**src/rtl/alu_control_muldiv_pkg.sv**
```systemverilog
// Shared encodings for the ALU control / iterative mul-div block: ALU selects,
// ALUOP and funct codes, FSM states.
package alu_ctrl_pkg;

  localparam logic [3:0] ALU_AND = 4'b0000;
  localparam logic [3:0] ALU_OR  = 4'b0001;
  localparam logic [3:0] ALU_ADD = 4'b0010;
  localparam logic [3:0] ALU_SUB = 4'b0110;
  localparam logic [3:0] ALU_SLT = 4'b0111;
  localparam logic [3:0] ALU_BAD = 4'b1111;

  localparam logic [1:0] AOP_ADD   = 2'b00;
  localparam logic [1:0] AOP_SUB   = 2'b01;
  localparam logic [1:0] AOP_RTYPE = 2'b10;
  localparam logic [1:0] AOP_RSVD  = 2'b11;

  localparam logic [5:0] F_ADD   = 6'b100000;
  localparam logic [5:0] F_SUB   = 6'b100010;
  localparam logic [5:0] F_AND   = 6'b100100;
  localparam logic [5:0] F_OR    = 6'b100101;
  localparam logic [5:0] F_SLT   = 6'b101010;
  localparam logic [5:0] F_MULT  = 6'b011000;
  localparam logic [5:0] F_MULTU = 6'b011001;
  localparam logic [5:0] F_DIV   = 6'b011010;
  localparam logic [5:0] F_DIVU  = 6'b011011;

  typedef enum logic [1:0] {
    S_IDLE = 2'd0,
    S_RUN  = 2'd1,
    S_DONE = 2'd2
  } state_t;

  function automatic logic is_muldiv(input logic [5:0] f);
    return f[5:2] == 4'b0110;
  endfunction

endpackage

```
**src/rtl/alu_control_muldiv_if.sv**
```systemverilog
// Bus between main control / ID stage and the ALU control block: decode inputs,
// mul/div issue handshake and HI/LO results.
interface alu_control_muldiv_if #(parameter int unsigned WIDTH = 32);
  logic [1:0]       ALUOP;
  logic [5:0]       funct;
  logic             start;
  logic [WIDTH-1:0] op_a;
  logic [WIDTH-1:0] op_b;
  logic [3:0]       alu_ctrl;
  logic             illegal;
  logic             busy;
  logic             done;
  logic [WIDTH-1:0] hi;
  logic [WIDTH-1:0] lo;

  modport master (output ALUOP, funct, start, op_a, op_b,
                  input  alu_ctrl, illegal, busy, done, hi, lo);
  modport slave  (input  ALUOP, funct, start, op_a, op_b,
                  output alu_ctrl, illegal, busy, done, hi, lo);
endinterface

```
**src/rtl/alu_control_muldiv_muldiv_iter.sv**
```systemverilog
// Iterative datapath: one shift-add multiply or restoring divide step per cycle,
// magnitude load on start and sign fix-up applied to the final-step result.
module muldiv_iter #(
  parameter int unsigned WIDTH = 32
) (
  input  logic             clk,
  input  logic             rst,
  input  logic             load_i,
  input  logic             step_i,
  input  logic             is_div_i,
  input  logic             is_signed_i,
  input  logic [WIDTH-1:0] a_i,
  input  logic [WIDTH-1:0] b_i,
  output logic             last_o,
  output logic [WIDTH-1:0] hi_o,
  output logic [WIDTH-1:0] lo_o
);

  localparam int unsigned CW = $clog2(WIDTH);

  logic [WIDTH-1:0]   acc_q, sh_q, opb_q;
  logic               div_q, neg_q, rneg_q;
  logic [CW-1:0]      cnt_q;
  logic               div_zero, a_neg, b_neg, ge;
  logic [WIDTH-1:0]   a_ld, b_ld, acc_d, sh_d;
  logic [WIDTH:0]     sum, trial;
  logic [2*WIDTH-1:0] prod;

  // A zero divisor keeps the raw dividend and no sign flags, so the plain
  // restoring loop naturally yields quotient all-ones and remainder = op_a.
  always_comb begin
    div_zero = is_div_i && (b_i == '0);
    a_neg    = is_signed_i && a_i[WIDTH-1] && !div_zero;
    b_neg    = is_signed_i && b_i[WIDTH-1];
    a_ld     = a_neg ? -a_i : a_i;
    b_ld     = b_neg ? -b_i : b_i;
  end

  always_comb begin
    sum   = {1'b0, acc_q} + (sh_q[0] ? {1'b0, opb_q} : '0);
    trial = {acc_q, sh_q[WIDTH-1]};
    ge    = trial >= {1'b0, opb_q};
    if (div_q) begin
      acc_d = ge ? (trial[WIDTH-1:0] - opb_q) : trial[WIDTH-1:0];
      sh_d  = {sh_q[WIDTH-2:0], ge};
    end else begin
      acc_d = sum[WIDTH:1];
      sh_d  = {sum[0], sh_q[WIDTH-1:1]};
    end
  end

  always_comb begin
    prod = neg_q ? -{acc_d, sh_d} : {acc_d, sh_d};
    hi_o = prod[2*WIDTH-1:WIDTH];
    lo_o = prod[WIDTH-1:0];
    if (div_q) begin
      hi_o = rneg_q ? -acc_d : acc_d;
      lo_o = neg_q  ? -sh_d  : sh_d;
    end
  end

  assign last_o = (cnt_q == CW'(WIDTH - 1));

  always_ff @(posedge clk or posedge rst) begin
    if (rst) begin
      acc_q  <= '0;
      sh_q   <= '0;
      opb_q  <= '0;
      div_q  <= 1'b0;
      neg_q  <= 1'b0;
      rneg_q <= 1'b0;
      cnt_q  <= '0;
    end else if (load_i) begin
      acc_q  <= '0;
      sh_q   <= a_ld;
      opb_q  <= b_ld;
      div_q  <= is_div_i;
      neg_q  <= a_neg ^ b_neg;
      rneg_q <= a_neg;
      cnt_q  <= '0;
    end else if (step_i) begin
      acc_q <= acc_d;
      sh_q  <= sh_d;
      cnt_q <= cnt_q + 1'b1;
    end
  end

endmodule

```
**src/rtl/alu_control_muldiv.sv**
```systemverilog
// ALU control: ALUOP/funct decode plus multi-cycle MULT/MULTU/DIV/DIVU into HI/LO.
// Define SIGNED_MULDIV_EN to give MULT/DIV signed semantics.
module alu_control_muldiv
  import alu_ctrl_pkg::*;
#(
  parameter int unsigned WIDTH = 32
) (
  input  logic                 clock,
  input  logic                 reset,
  alu_control_muldiv_if.slave  bus
);

  logic [3:0]       alu_sel;
  logic             bad_op;
  logic             mul_div, accept, signed_op, step, last;
  logic [WIDTH-1:0] res_hi, res_lo;
  state_t           state_q;
  logic             busy_q, done_q;
  logic [WIDTH-1:0] hi_q, lo_q;

  always_comb begin
    alu_sel = ALU_BAD;
    bad_op  = 1'b1;
    case (bus.ALUOP)
      AOP_ADD: begin alu_sel = ALU_ADD; bad_op = 1'b0; end
      AOP_SUB: begin alu_sel = ALU_SUB; bad_op = 1'b0; end
      AOP_RTYPE: begin
        bad_op = 1'b0;
        if (is_muldiv(bus.funct)) begin
          alu_sel = ALU_ADD;
        end else begin
          case (bus.funct)
            F_ADD:   alu_sel = ALU_ADD;
            F_SUB:   alu_sel = ALU_SUB;
            F_AND:   alu_sel = ALU_AND;
            F_OR:    alu_sel = ALU_OR;
            F_SLT:   alu_sel = ALU_SLT;
            default: begin alu_sel = ALU_BAD; bad_op = 1'b1; end
          endcase
        end
      end
      default: begin alu_sel = ALU_BAD; bad_op = 1'b1; end
    endcase
  end

  assign bus.alu_ctrl = alu_sel;
  assign bus.illegal  = bad_op;

  assign mul_div = (bus.ALUOP == AOP_RTYPE) && is_muldiv(bus.funct);
  assign accept  = bus.start && mul_div && (state_q != S_RUN);
  assign step    = (state_q == S_RUN);

`ifdef SIGNED_MULDIV_EN
  assign signed_op = !bus.funct[0];
`else
  assign signed_op = 1'b0;
`endif

  muldiv_iter #(.WIDTH(WIDTH)) u_iter (
    .clk        (clock),
    .rst        (reset),
    .load_i     (accept),
    .step_i     (step),
    .is_div_i   (bus.funct[1]),
    .is_signed_i(signed_op),
    .a_i        (bus.op_a),
    .b_i        (bus.op_b),
    .last_o     (last),
    .hi_o       (res_hi),
    .lo_o       (res_lo)
  );

  // HI/LO take the final-step result on the RUN->DONE edge, so done and
  // valid data appear together in the DONE cycle.
  always_ff @(posedge clock or posedge reset) begin
    if (reset) begin
      state_q <= S_IDLE;
      busy_q  <= 1'b0;
      done_q  <= 1'b0;
      hi_q    <= '0;
      lo_q    <= '0;
    end else begin
      case (state_q)
        S_IDLE, S_DONE: begin
          done_q <= 1'b0;
          if (accept) begin
            state_q <= S_RUN;
            busy_q  <= 1'b1;
          end else begin
            state_q <= S_IDLE;
          end
        end
        S_RUN: begin
          if (last) begin
            state_q <= S_DONE;
            busy_q  <= 1'b0;
            done_q  <= 1'b1;
            hi_q    <= res_hi;
            lo_q    <= res_lo;
          end
        end
        default: begin
          state_q <= S_IDLE;
          busy_q  <= 1'b0;
          done_q  <= 1'b0;
        end
      endcase
    end
  end

  assign bus.busy = busy_q;
  assign bus.done = done_q;
  assign bus.hi   = hi_q;
  assign bus.lo   = lo_q;

endmodule

```
**src/flat_wrapper.sv**
```systemverilog
// flat-port wrapper written by rule: the top's interface ports become plain ports
module alu_control_muldiv_flat import alu_ctrl_pkg::*;
#(
  parameter int unsigned WIDTH = 32
)
  (clock, reset, bus_ALUOP, bus_funct, bus_start, bus_op_a, bus_op_b, bus_alu_ctrl, bus_illegal, bus_busy, bus_done, bus_hi, bus_lo);
  alu_control_muldiv_if #(.WIDTH(WIDTH)) bus_i ();
  input  logic clock;
  input  logic reset;
  input wire logic [$bits(bus_i.ALUOP)-1:0] bus_ALUOP;
  input wire logic [$bits(bus_i.funct)-1:0] bus_funct;
  input wire logic [$bits(bus_i.start)-1:0] bus_start;
  input wire logic [$bits(bus_i.op_a)-1:0] bus_op_a;
  input wire logic [$bits(bus_i.op_b)-1:0] bus_op_b;
  output wire logic [$bits(bus_i.alu_ctrl)-1:0] bus_alu_ctrl;
  output wire logic [$bits(bus_i.illegal)-1:0] bus_illegal;
  output wire logic [$bits(bus_i.busy)-1:0] bus_busy;
  output wire logic [$bits(bus_i.done)-1:0] bus_done;
  output wire logic [$bits(bus_i.hi)-1:0] bus_hi;
  output wire logic [$bits(bus_i.lo)-1:0] bus_lo;
  assign bus_i.ALUOP = bus_ALUOP;
  assign bus_i.funct = bus_funct;
  assign bus_i.start = bus_start;
  assign bus_i.op_a = bus_op_a;
  assign bus_i.op_b = bus_op_b;
  assign bus_alu_ctrl = bus_i.alu_ctrl;
  assign bus_illegal = bus_i.illegal;
  assign bus_busy = bus_i.busy;
  assign bus_done = bus_i.done;
  assign bus_hi = bus_i.hi;
  assign bus_lo = bus_i.lo;
  alu_control_muldiv #(.WIDTH(WIDTH)) u_core (.clock(clock), .reset(reset), .bus(bus_i));
endmodule
```
**config.mk**
```make
export PLATFORM = sky130hd
export DESIGN_NAME = alu_control_muldiv_flat
export DESIGN_NICKNAME = d
export VERILOG_FILES = /design/src/rtl/alu_control_muldiv_pkg.sv /design/src/rtl/alu_control_muldiv_if.sv /design/src/rtl/alu_control_muldiv_muldiv_iter.sv /design/src/rtl/alu_control_muldiv.sv /design/src/flat_wrapper.sv
export SDC_FILE = /design/constraint.sdc
export NUM_CORES = 1
export LEC_CHECK = 0
export CORE_ASPECT_RATIO = 1.5
export CORE_UTILIZATION = 55
export CTS_CLUSTER_SIZE = 20
export DETAILED_ROUTE_END_ITERATION = 16
export PLACE_DENSITY = 0.9
export SLEW_MARGIN = 25
export SYNTH_ARGS = -nofsm -noshare
export SYNTH_HDL_FRONTEND = slang
export SYNTH_SLANG_ARGS = --single-unit
```
**constraint.sdc**
```tcl
create_clock -name clock -period 18.27 [get_ports clock]
set_clock_uncertainty 0.05 [all_clocks]
set_input_delay 5.481 -clock clock [delete_from_list [all_inputs] [get_ports clock]]
set_output_delay 5.481 -clock clock [all_outputs]
set_load 0.03 [all_outputs]
```
# [Word-level counts from Yosys, hierarchy flattened]
# Index checks and enable logic that the tools add are counted.
[totals] memories=0 elab_cells=63 rom_bits=0 ram_bits=0 latch_bits=0 in_bits=75 regBits=170
[op_classes] order_cmp=1 n_mul=0 mux=24 add_sub_neg=3 n_div=0 bitwise_logic=0 eq_ne=14 shift=0 n_reduce_logical=11
[op_table] cell="32-bit 2-to-1 mux" n=8
[op_table] cell="32-bit by 32-bit adder with 33-bit output" n=1
[op_table] cell="33-bit by 32-bit greater-or-equal comparator with 1-bit output" n=1
[op_table] cell="32-bit subtractor" n=1
[op_table] cell="6-bit == test (second input constant)" n=5
[op_table] cell="4-bit case mux with 5 select lines" n=1
[op_table] cell="4-bit case mux with 3 select lines" n=1
[op_table] cell="5-bit 2-to-1 mux" n=2
[op_table] cell="1-bit 2-to-1 mux" n=7
[op_table] cell="5-bit by 1-bit adder with 5-bit output (second input constant)" n=1
[op_table] cell="5-bit == test (second input constant)" n=1
[op_table] cell="5-bit OR reduction" n=1
[op_table] cell="2-bit by 1-bit == test with 1-bit output (second input constant)" n=2
[op_table] cell="2-bit == test (second input constant)" n=2
[op_table] cell="4-bit by 3-bit == test with 1-bit output (second input constant)" n=1
[op_table] cell="2-bit logical NOT" n=2
[op_table] cell="4-bit 2-to-1 mux" n=1
[op_table] cell="2-bit by 1-bit inequality test with 1-bit output (second input constant)" n=2
[op_table] cell="1-bit case mux with 2 select lines" n=2
[op_table] cell="2-bit case mux with 2 select lines" n=1
[op_table] cell="2-bit AND reduction" n=2
[op_table] cell="2-bit OR reduction" n=2
[op_table] cell="1-bit logical AND" n=3
[op_table] cell="2-bit 2-to-1 mux" n=1
[op_table] cell="2 further kinds" n=2

# [Depth between registers and ports, before layout]
# Gate-level depths: netlist (run 1).
[logic_depth] word_depth=6 depth_mapped=14 mapped_depth_nobuf=13

# [Cells and area by module]
# From an unflattened synthesis (run 1), not the netlist that was laid out.
[unflattened] cells_unflattened=1986 area_unflattened_um2=15875.2
[by_module_without_submodules] module="muldiv_iter" seq_area_each_um2=2602.5 area_per_inst_um2=13061.3 instances=1 cells_each=1819
[by_module_without_submodules] module="alu_control_muldiv" seq_area_each_um2=1676.6 area_per_inst_um2=2813.9 instances=1 cells_each=167

# [Worst setup path before layout (run 1)]
# No wires, ideal clock.
[synth_path] path_kind="input to output" start="in bus_funct[2]" end="out bus_alu_ctrl[0]" arrival_time_ns=6.612 slack_ns=6.127 path_buffers=0 stages=4 cell_sequence="nor4bb_1 a21oi_1 o21a_1 a31o_2"
[synth_between] elab_chain_len=4
[synth_lines] item="from (decl)" line="flat_wrapper.sv:11" text="input wire logic [$bits(bus_i.funct)-1:0] bus_funct;"
[synth_lines] item="6-bit == test" line="alu_control_muldiv.sv:32" text="case (bus.funct)"
[synth_lines] item="4-bit case mux with 5 select lines" line="alu_control_muldiv.sv:32"
[synth_lines] item="4-bit 2-to-1 mux (*)" line="alu_control_muldiv.sv:29" text="if (is_muldiv(bus.funct)) begin"
[synth_lines] item="4-bit case mux with 3 select lines (*)" line="alu_control_muldiv.sv:24" text="case (bus.ALUOP)"
[synth_lines] item="to (decl)" line="flat_wrapper.sv:15" text="output wire logic [$bits(bus_i.alu_ctrl)-1:0] bus_alu_ctrl;"
# Mark *: on every way between the ends. The rest lies on a longest branch, timed or not.

# [Worst setup path after layout (run 1)]
# Same ends and word-level chain as after synthesis.

==> results of run 1 <==
worst min-delay path: cells and delay by family (launching register included):
family / cells / cell delay [ns]
simple gates: 1 / 0.05
compound gates: 1 / 0.06
flops: 1 / 0.34
area by class of cell:
type                    instances  area, um^2
inverters                      61         236
multi-input cells            1023        6590
fillers                      1699        6780
repair buffers                157        1540
clock inverters                15         200
well taps                     264         330
flip-flops and latches        169        4230
clock buffers                  17         425
through the flow:
step / cell area [um^2] / hold slack [ns]
6_report: 13600 / 0.430
5_1_grt: 13600 / 0.462
4_1_cts: 13500 / 0.436
3_5_place_dp: 12900 / 0.420
3_3_place_gp: 12900 / 0.414
2_1_floorplan: 11400 / 0.407
placed cells by master (no fill, tap or decap), types with 6 or more instances in the layout:
master / instances
o21ai_0: 119
ha_1: 66
and3_1: 17
inv_1: 60
nor3_1: 16
o31ai_1: 26
a211oi_1: 45
xor2_1: 16
a21oi_1: 110
clkbuf_16: 17
buf_4: 12
nand2_1: 145
clkdlybuf4s50_1: 145
a22o_1: 6
nand4_1: 10
nand3_1: 60
inv_8: 7
or3_1: 6
a31oi_1: 24
a21o_1: 30
o21ai_1: 7
dfrtp_1: 168
xnor2_1: 36
mux2i_1: 36
o211ai_1: 7
o21a_1: 7
o21bai_1: 13
and2_1: 67
nor2_1: 71
cell families after synthesis:
family / count (synthesis) / share of synthesized area
AO/OA/AOI/OAI: 448 / 0.252
XOR/XNOR: 52 / 0.0401
adder cells (fa/ha/maj): 68 / 0.0762
buffers and inverters: 144 / 0.0509
flip-flops: 169 / 0.372
multiplexers: 40 / 0.0357
AND/OR/NAND/NOR: 415 / 0.173
layer usage:
layer,wire length [um],share of wire,up-vias,GRT usage
met4,1920,0.057,0,0.210
met2,16500,0.49,518,0.551
met3,2520,0.076,139,0.0691
li1,-,-,4995,-
met1,12400,0.37,5162,0.371
met5,0,0,-,0
synth_stat cells, types with 4 or more instances:
cell type,n,area share
dfrtp_1,169,0.37
nand2_1,146,0.048
o21ai_0,119,0.052
a21oi_1,110,0.048
nor2_1,72,0.024
and2_1,67,0.037
ha_1,66,0.073
clkbuf_1,64,0.021
inv_1,61,0.020
nand3_1,61,0.027
a211oi_1,45,0.030
mux2i_1,36,0.032
xnor2_1,36,0.028
a21o_1,30,0.020
o31ai_1,26,0.017
a31oi_1,24,0.013
and3_1,17,0.0094
nor3_1,16,0.0070
xor2_1,16,0.012
o21bai_1,13,0.0086
nand4_1,10,0.0055
buf_2,9,0.0040
o211ai_1,7,0.0046
o21a_1,7,0.0046
o21ai_1,7,0.0031
a22o_1,6,0.0046
or3_1,6,0.0033
buf_1,5,0.0017
nor2b_1,5,0.0028
a21boi_0,4,0.0026
a31o_2,4,0.0031
mux2_2,4,0.0040
nand3b_1,4,0.0026
o211a_1,4,0.0035
o22ai_1,4,0.0022
o31a_1,4,0.0031
where the power goes:
group / internal (uW) / total [uW] / switching, uW
sequential: 492 / 610 / 118
combinational: 536 / 1320 / 787
clock: 210 / 390 / 179
total: 1240 / 2320 / 1080
registers in the layout, indices dropped and copies added (netlist names):
| signal | flops |
|---|---|
| u_core.u_iter.cnt_q | 5 |
| u_core.bus.lo | 32 |
| u_core.state_q | 2 |
| u_core.bus.hi | 32 |
| u_core.u_iter.sh_q | 32 |
| u_core.u_iter.opb_q | 32 |
| u_core.u_iter.acc_q | 32 |
| u_core.bus.busy | 1 |
| u_core.u_iter.div_q | 1 |
how the worst max path moves through the flow:
stage,startpoint,end,cells after the start
6_report,bus_funct[2],bus_alu_ctrl[0],6
3_5_place_dp,bus_funct[4],bus_alu_ctrl[0],6
5_1_grt,bus_funct[5],bus_alu_ctrl[0],7
4_1_cts,bus_funct[4],bus_alu_ctrl[0],6
2_1_floorplan,bus_funct[2],bus_alu_ctrl[0],4
3_3_place_gp,bus_funct[2],bus_alu_ctrl[0],6
==> flow_metrics.env, run 1 <==
export IMPL_cts_made_buffers=17
export IMPL_fin_nets=1572
export IMPL_antenna_found_initial=0
export IMPL_maxSlewViolCount=0
export IMPL_cts_tree="built"
export IMPL_yosys_warnings=0
export IMPL_track_usage=0.325
export IMPL_async_reset_ff_frac=1.00
export IMPL_grt_max_degree=106
export IMPL_htree_levels=4
export IMPL_grt_pass1_wl_um=53900
export IMPL_crit_required_ns=12.74
export IMPL_arrival_ns=7.66
export IMPL_ctsHoldBuffers=0
export IMPL_crit_chain="clkdlybuf4s50_1 -> nor4bb_1 -> a21oi_1 -> o21a_1 -> a31o_2 -> clkdlybuf4s50_1"
export IMPL_synth_ff_type="dfrtp_1"
export IMPL_clk_pin_slew_worst_paths_ns=0.07
export IMPL_status="finished clean"
export IMPL_rsz0062_at_grt="false"
export IMPL_tightestPinTransition_ns=1.04
export IMPL_drtPass1Iterations=5
export IMPL_reg2reg_depth=12
export IMPL_syn_cell_area_um2=11400
export IMPL_p_total_uw=2320
export IMPL_r2r_end="u_core.bus.hi[31]"
export IMPL_p_leak_uw=0.00607
export IMPL_place_inst=1674
export IMPL_whs_path_depth=2
export IMPL_fp_coreArea_um2=20300
export IMPL_path_buf_inv=2
export IMPL_slew_headroom=0.305
export IMPL_final_util=0.667
export IMPL_max_stage_delay_ns=0.59
export IMPL_antenna_cells=0
export IMPL_stdcell_count=1706
export IMPL_initial_core_util=0.559
export IMPL_syn2layout_area_growth_pct=19.3
export IMPL_drive_gt1_frac=0.0458
export IMPL_dpl_hpwl_um=23100
export IMPL_start_kind="input pin"
export IMPL_cts_path_max_buffers=2
export IMPL_cts_resized=0
export IMPL_clock_sinks=169
export IMPL_portBuffers=145
export IMPL_totalWireLength_um=33400
export IMPL_vdd_drop_max_uv=81.5
export IMPL_clk_latency_ns=0.45
export IMPL_hold_start="u_core.bus.hi[11]"
export IMPL_root_buffer="clkbuf_16"
export IMPL_cpMostUsedCell="clkdlybuf4s50_1"
export IMPL_setup_slack_ns=5.08
export IMPL_synth_edf_count=0
export IMPL_gp_congestion=0.964
export IMPL_reg2reg_slack_ns=14.15
export IMPL_critical_path_class="in2out"
export IMPL_fp_dieH_um=178
export IMPL_dp_slack_ns=5.08
export IMPL_finalHoldViolCount=0
export IMPL_syn_inst=1336
export IMPL_critPathMaxFanout=4
export IMPL_dieArea_um2=21300
export IMPL_powerDensity_nw_per_um2=171
export IMPL_ant_nets=0
export IMPL_crit_family="buffers and inverters"
export IMPL_hp_class="reg2reg"
export IMPL_num_rows=64
export IMPL_post_route_period_util=0.722
export IMPL_overflow=0
export IMPL_drtIter0Drc=794
export IMPL_syn_area_per_cell_um2=8.51
export IMPL_fmax_mhz=75.8
export IMPL_ys_types=68
export IMPL_cpMaxStageDelayCell="nor4bb_1"
export IMPL_vias=10800
export IMPL_ys_seq_area_frac=0.372
export IMPL_fin_crit_ns=13.19
export IMPL_finalSetupViolations=0
export IMPL_wire_per_inst_um=19.6
export IMPL_critPathCaptureType="primary output"
export IMPL_grt_pass1_vias=10700
export IMPL_crit_reg2reg_launch="u_core.u_iter.sh_q[0]"
export IMPL_drv_cap=0
export IMPL_synthesis_nets=1479
export IMPL_setup_tns_final_ns=0
export IMPL_ys_ff_latch=169
export IMPL_via_per_inst=6.34
export IMPL_cts_setup_buffers=0
export IMPL_die_w_um=119
export IMPL_hold_end="u_core.bus.hi[11]"
export IMPL_io_pin_count=146
export IMPL_route_detailed_drc=0
No activity file was read; power rests on OpenSTA's default activity.
==> inputs of run 2 (changes only) <==
--- a/config.mk
+++ b/config.mk
@@ -6,10 +6,10 @@
 export NUM_CORES = 1
 export LEC_CHECK = 0
 export CORE_ASPECT_RATIO = 1.5
-export CORE_UTILIZATION = 55
+export CORE_UTILIZATION = 51
 export CTS_CLUSTER_SIZE = 20
 export DETAILED_ROUTE_END_ITERATION = 16
-export PLACE_DENSITY = 0.9
+export PLACE_DENSITY = 0.88
 export SLEW_MARGIN = 25
 export SYNTH_ARGS = -nofsm -noshare
 export SYNTH_HDL_FRONTEND = slang
==> constraint.sdc (replaced) <==
create_clock -name clock -period 12 [get_ports clock]
set_clock_uncertainty 0.05 [all_clocks]
set_input_delay 3.6 -clock clock [delete_from_list [all_inputs] [get_ports clock]]
set_output_delay 3.6 -clock clock [all_outputs]
set_load 0.03 [all_outputs]
==> flow_metrics.env, run 2 (synthesis results as in run 1) <==
export IMPL_status="finished clean"
export IMPL_rsz0062_at_grt="false"
export IMPL_crit_chain="clkdlybuf4s50_1 -> nor4bb_1 -> a21oi_1 -> o21a_1 -> a31o_2 -> clkdlybuf4s50_1"
export IMPL_ctsHoldBuffers=0
export IMPL_cts_resized=0
export IMPL_root_buffer="clkbuf_16"
export IMPL_slew_headroom=0.263
export IMPL_num_rows=66
export IMPL_fmax_mhz=105
export IMPL_antenna_cells=0
export IMPL_fin_crit_ns=9.52
export IMPL_powerDensity_nw_per_um2=257
export IMPL_overflow=0
export IMPL_vias=10500
export IMPL_p_switching_uw=1600
export IMPL_tightestPinTransition_ns=1.10
export IMPL_gp_congestion=0.941
export IMPL_finalSetupViolations=0
export IMPL_critical_path_class="in2out"
export IMPL_power_frac_comb=0.572
export IMPL_portBuffers=145
export IMPL_cpMostUsedCell="clkdlybuf4s50_1"
export IMPL_critPathCaptureType="primary output"
export IMPL_io_pin_count=146
export IMPL_mostFrequentLayoutCells="168 x dfrtp_1, 145 x nand2_1, 145 x clkdlybuf4s50_1"
export IMPL_drtIter0Drc=810
export IMPL_hold_start="u_core.bus.hi[17]"
export IMPL_arrival_ns=5.87
export IMPL_clk_latency_ns=0.44
export IMPL_path_depth=6
export IMPL_fp_dieH_um=185
export IMPL_dpl_hpwl_um=23000
export IMPL_drv_cap=0
export IMPL_start_kind="input pin"
export IMPL_fin_nets=1572
export IMPL_hp_class="reg2reg"
export IMPL_syn2layout_area_growth_pct=19.0
export IMPL_crit_required_ns=8.35
export IMPL_critPathMaxFanout=4
export IMPL_power_report_internal_total_uw=1880
export IMPL_totalWireLength_um=32600
export IMPL_cpMaxStageDelayCell="nor4bb_1"
export IMPL_clk_pin_slew_worst_paths_ns=0.07
export IMPL_max_stage_delay_ns=0.65
export IMPL_reg2reg_slack_ns=7.99
export IMPL_drtPass1Iterations=5
export IMPL_p_sw_frac=0.459
export IMPL_initial_core_util=0.521
export IMPL_cts_tree="built"
export IMPL_cts_path_max_buffers=2
export IMPL_fp_coreArea_um2=21800
export IMPL_seq_power_share=0.266
export IMPL_p_leak_uw=0.00605
export IMPL_maxSlewViolCount=0
export IMPL_via_per_inst=6.16
export IMPL_die_w_um=124
export IMPL_r2r_end="u_core.u_iter.acc_q[31]"
export IMPL_track_usage=0.299
export IMPL_ant_nets=0
export IMPL_p_total_uw=3480
export IMPL_antenna_found_initial=0
export IMPL_post_route_period_util=0.793
export IMPL_grt_pass1_vias=10600
export IMPL_drive_gt1_frac=0.0437
export IMPL_htree_levels=4
export IMPL_crit_reg2reg_launch="u_core.u_iter.sh_q[0]"
export IMPL_crit_family="buffers and inverters"
export IMPL_wire_per_inst_um=19.0
export IMPL_cts_made_buffers=17
export IMPL_dieArea_um2=22900
export IMPL_final_common_cell="dfrtp_1"
export IMPL_vdd_drop_max_uv=133
export IMPL_grt_pass1_wl_um=52700
export IMPL_finalHoldViolCount=0
export IMPL_setup_tns_final_ns=0
export IMPL_cts_setup_buffers=0
export IMPL_path_buf_inv=2
export IMPL_fill_cells=1871
export IMPL_whs_path_depth=2
export IMPL_hold_end="u_core.bus.hi[17]"
export IMPL_reg2reg_depth=12
export IMPL_clock_sinks=169
export IMPL_power_share_clock=0.163
export IMPL_grt_max_degree=103
export IMPL_route_detailed_drc=0
[run 2: stage by stage]
stage,area (um^2),setup WS [ns],util,instances,hold slack [ns]
finish,13500,2.48,0.620,1713,0.433
global route,13500,2.37,0.620,1713,0.460
CTS,13500,2.44,0.620,1713,0.436
detailed placement,12900,2.46,0.593,1682,0.421
global placement,12900,2.46,0.593,1682,0.413
floorplan,11400,3.62,-,1336,0.407
[run 2: worst max path at each step]
stage                       startpoint              end
after CTS                 bus_funct[2]  bus_alu_ctrl[0]
after detailed placement  bus_funct[2]  bus_alu_ctrl[0]
after floorplan           bus_funct[2]  bus_alu_ctrl[0]
after global placement    bus_funct[2]  bus_alu_ctrl[0]
after global routing      bus_funct[2]  bus_alu_ctrl[0]
final                     bus_funct[2]  bus_alu_ctrl[0]
[run 2: final cells by class]
type,count,area (um^2),share of cell area
Multi-Input combinational cell,1023,6590,0.487
Tap cell,272,340,0.0252
Inverter,61,236,0.0175
Clock inverter,11,138,0.0102
Timing Repair Buffer,157,1540,0.114
Clock buffer,20,447,0.0330
Sequential cell,169,4230,0.313
[run 2: layer usage]
metal  share of wire  global-route usage
met2            0.50               0.503
met1            0.38               0.343
met3           0.076              0.0677
met5               0                   0
met4           0.048               0.173
[run 2: power groups by stage]
stage          sequential, uW  clock (uW)  combinational [uW]
3_3_place_gp              921           0                1900
5_1_grt                   945         591                2180
6_report                  924         565                1990
4_1_cts                   919         570                1960
3_5_place_dp              928           0                1940
2_1_floorplan             989           0                1340
[run 2: worst min-delay path, cell delays in order, from the launching register on]
cell and delay, ns:
dfrtp_1 0.35, nand2_1 0.05, o31ai_1 0.05
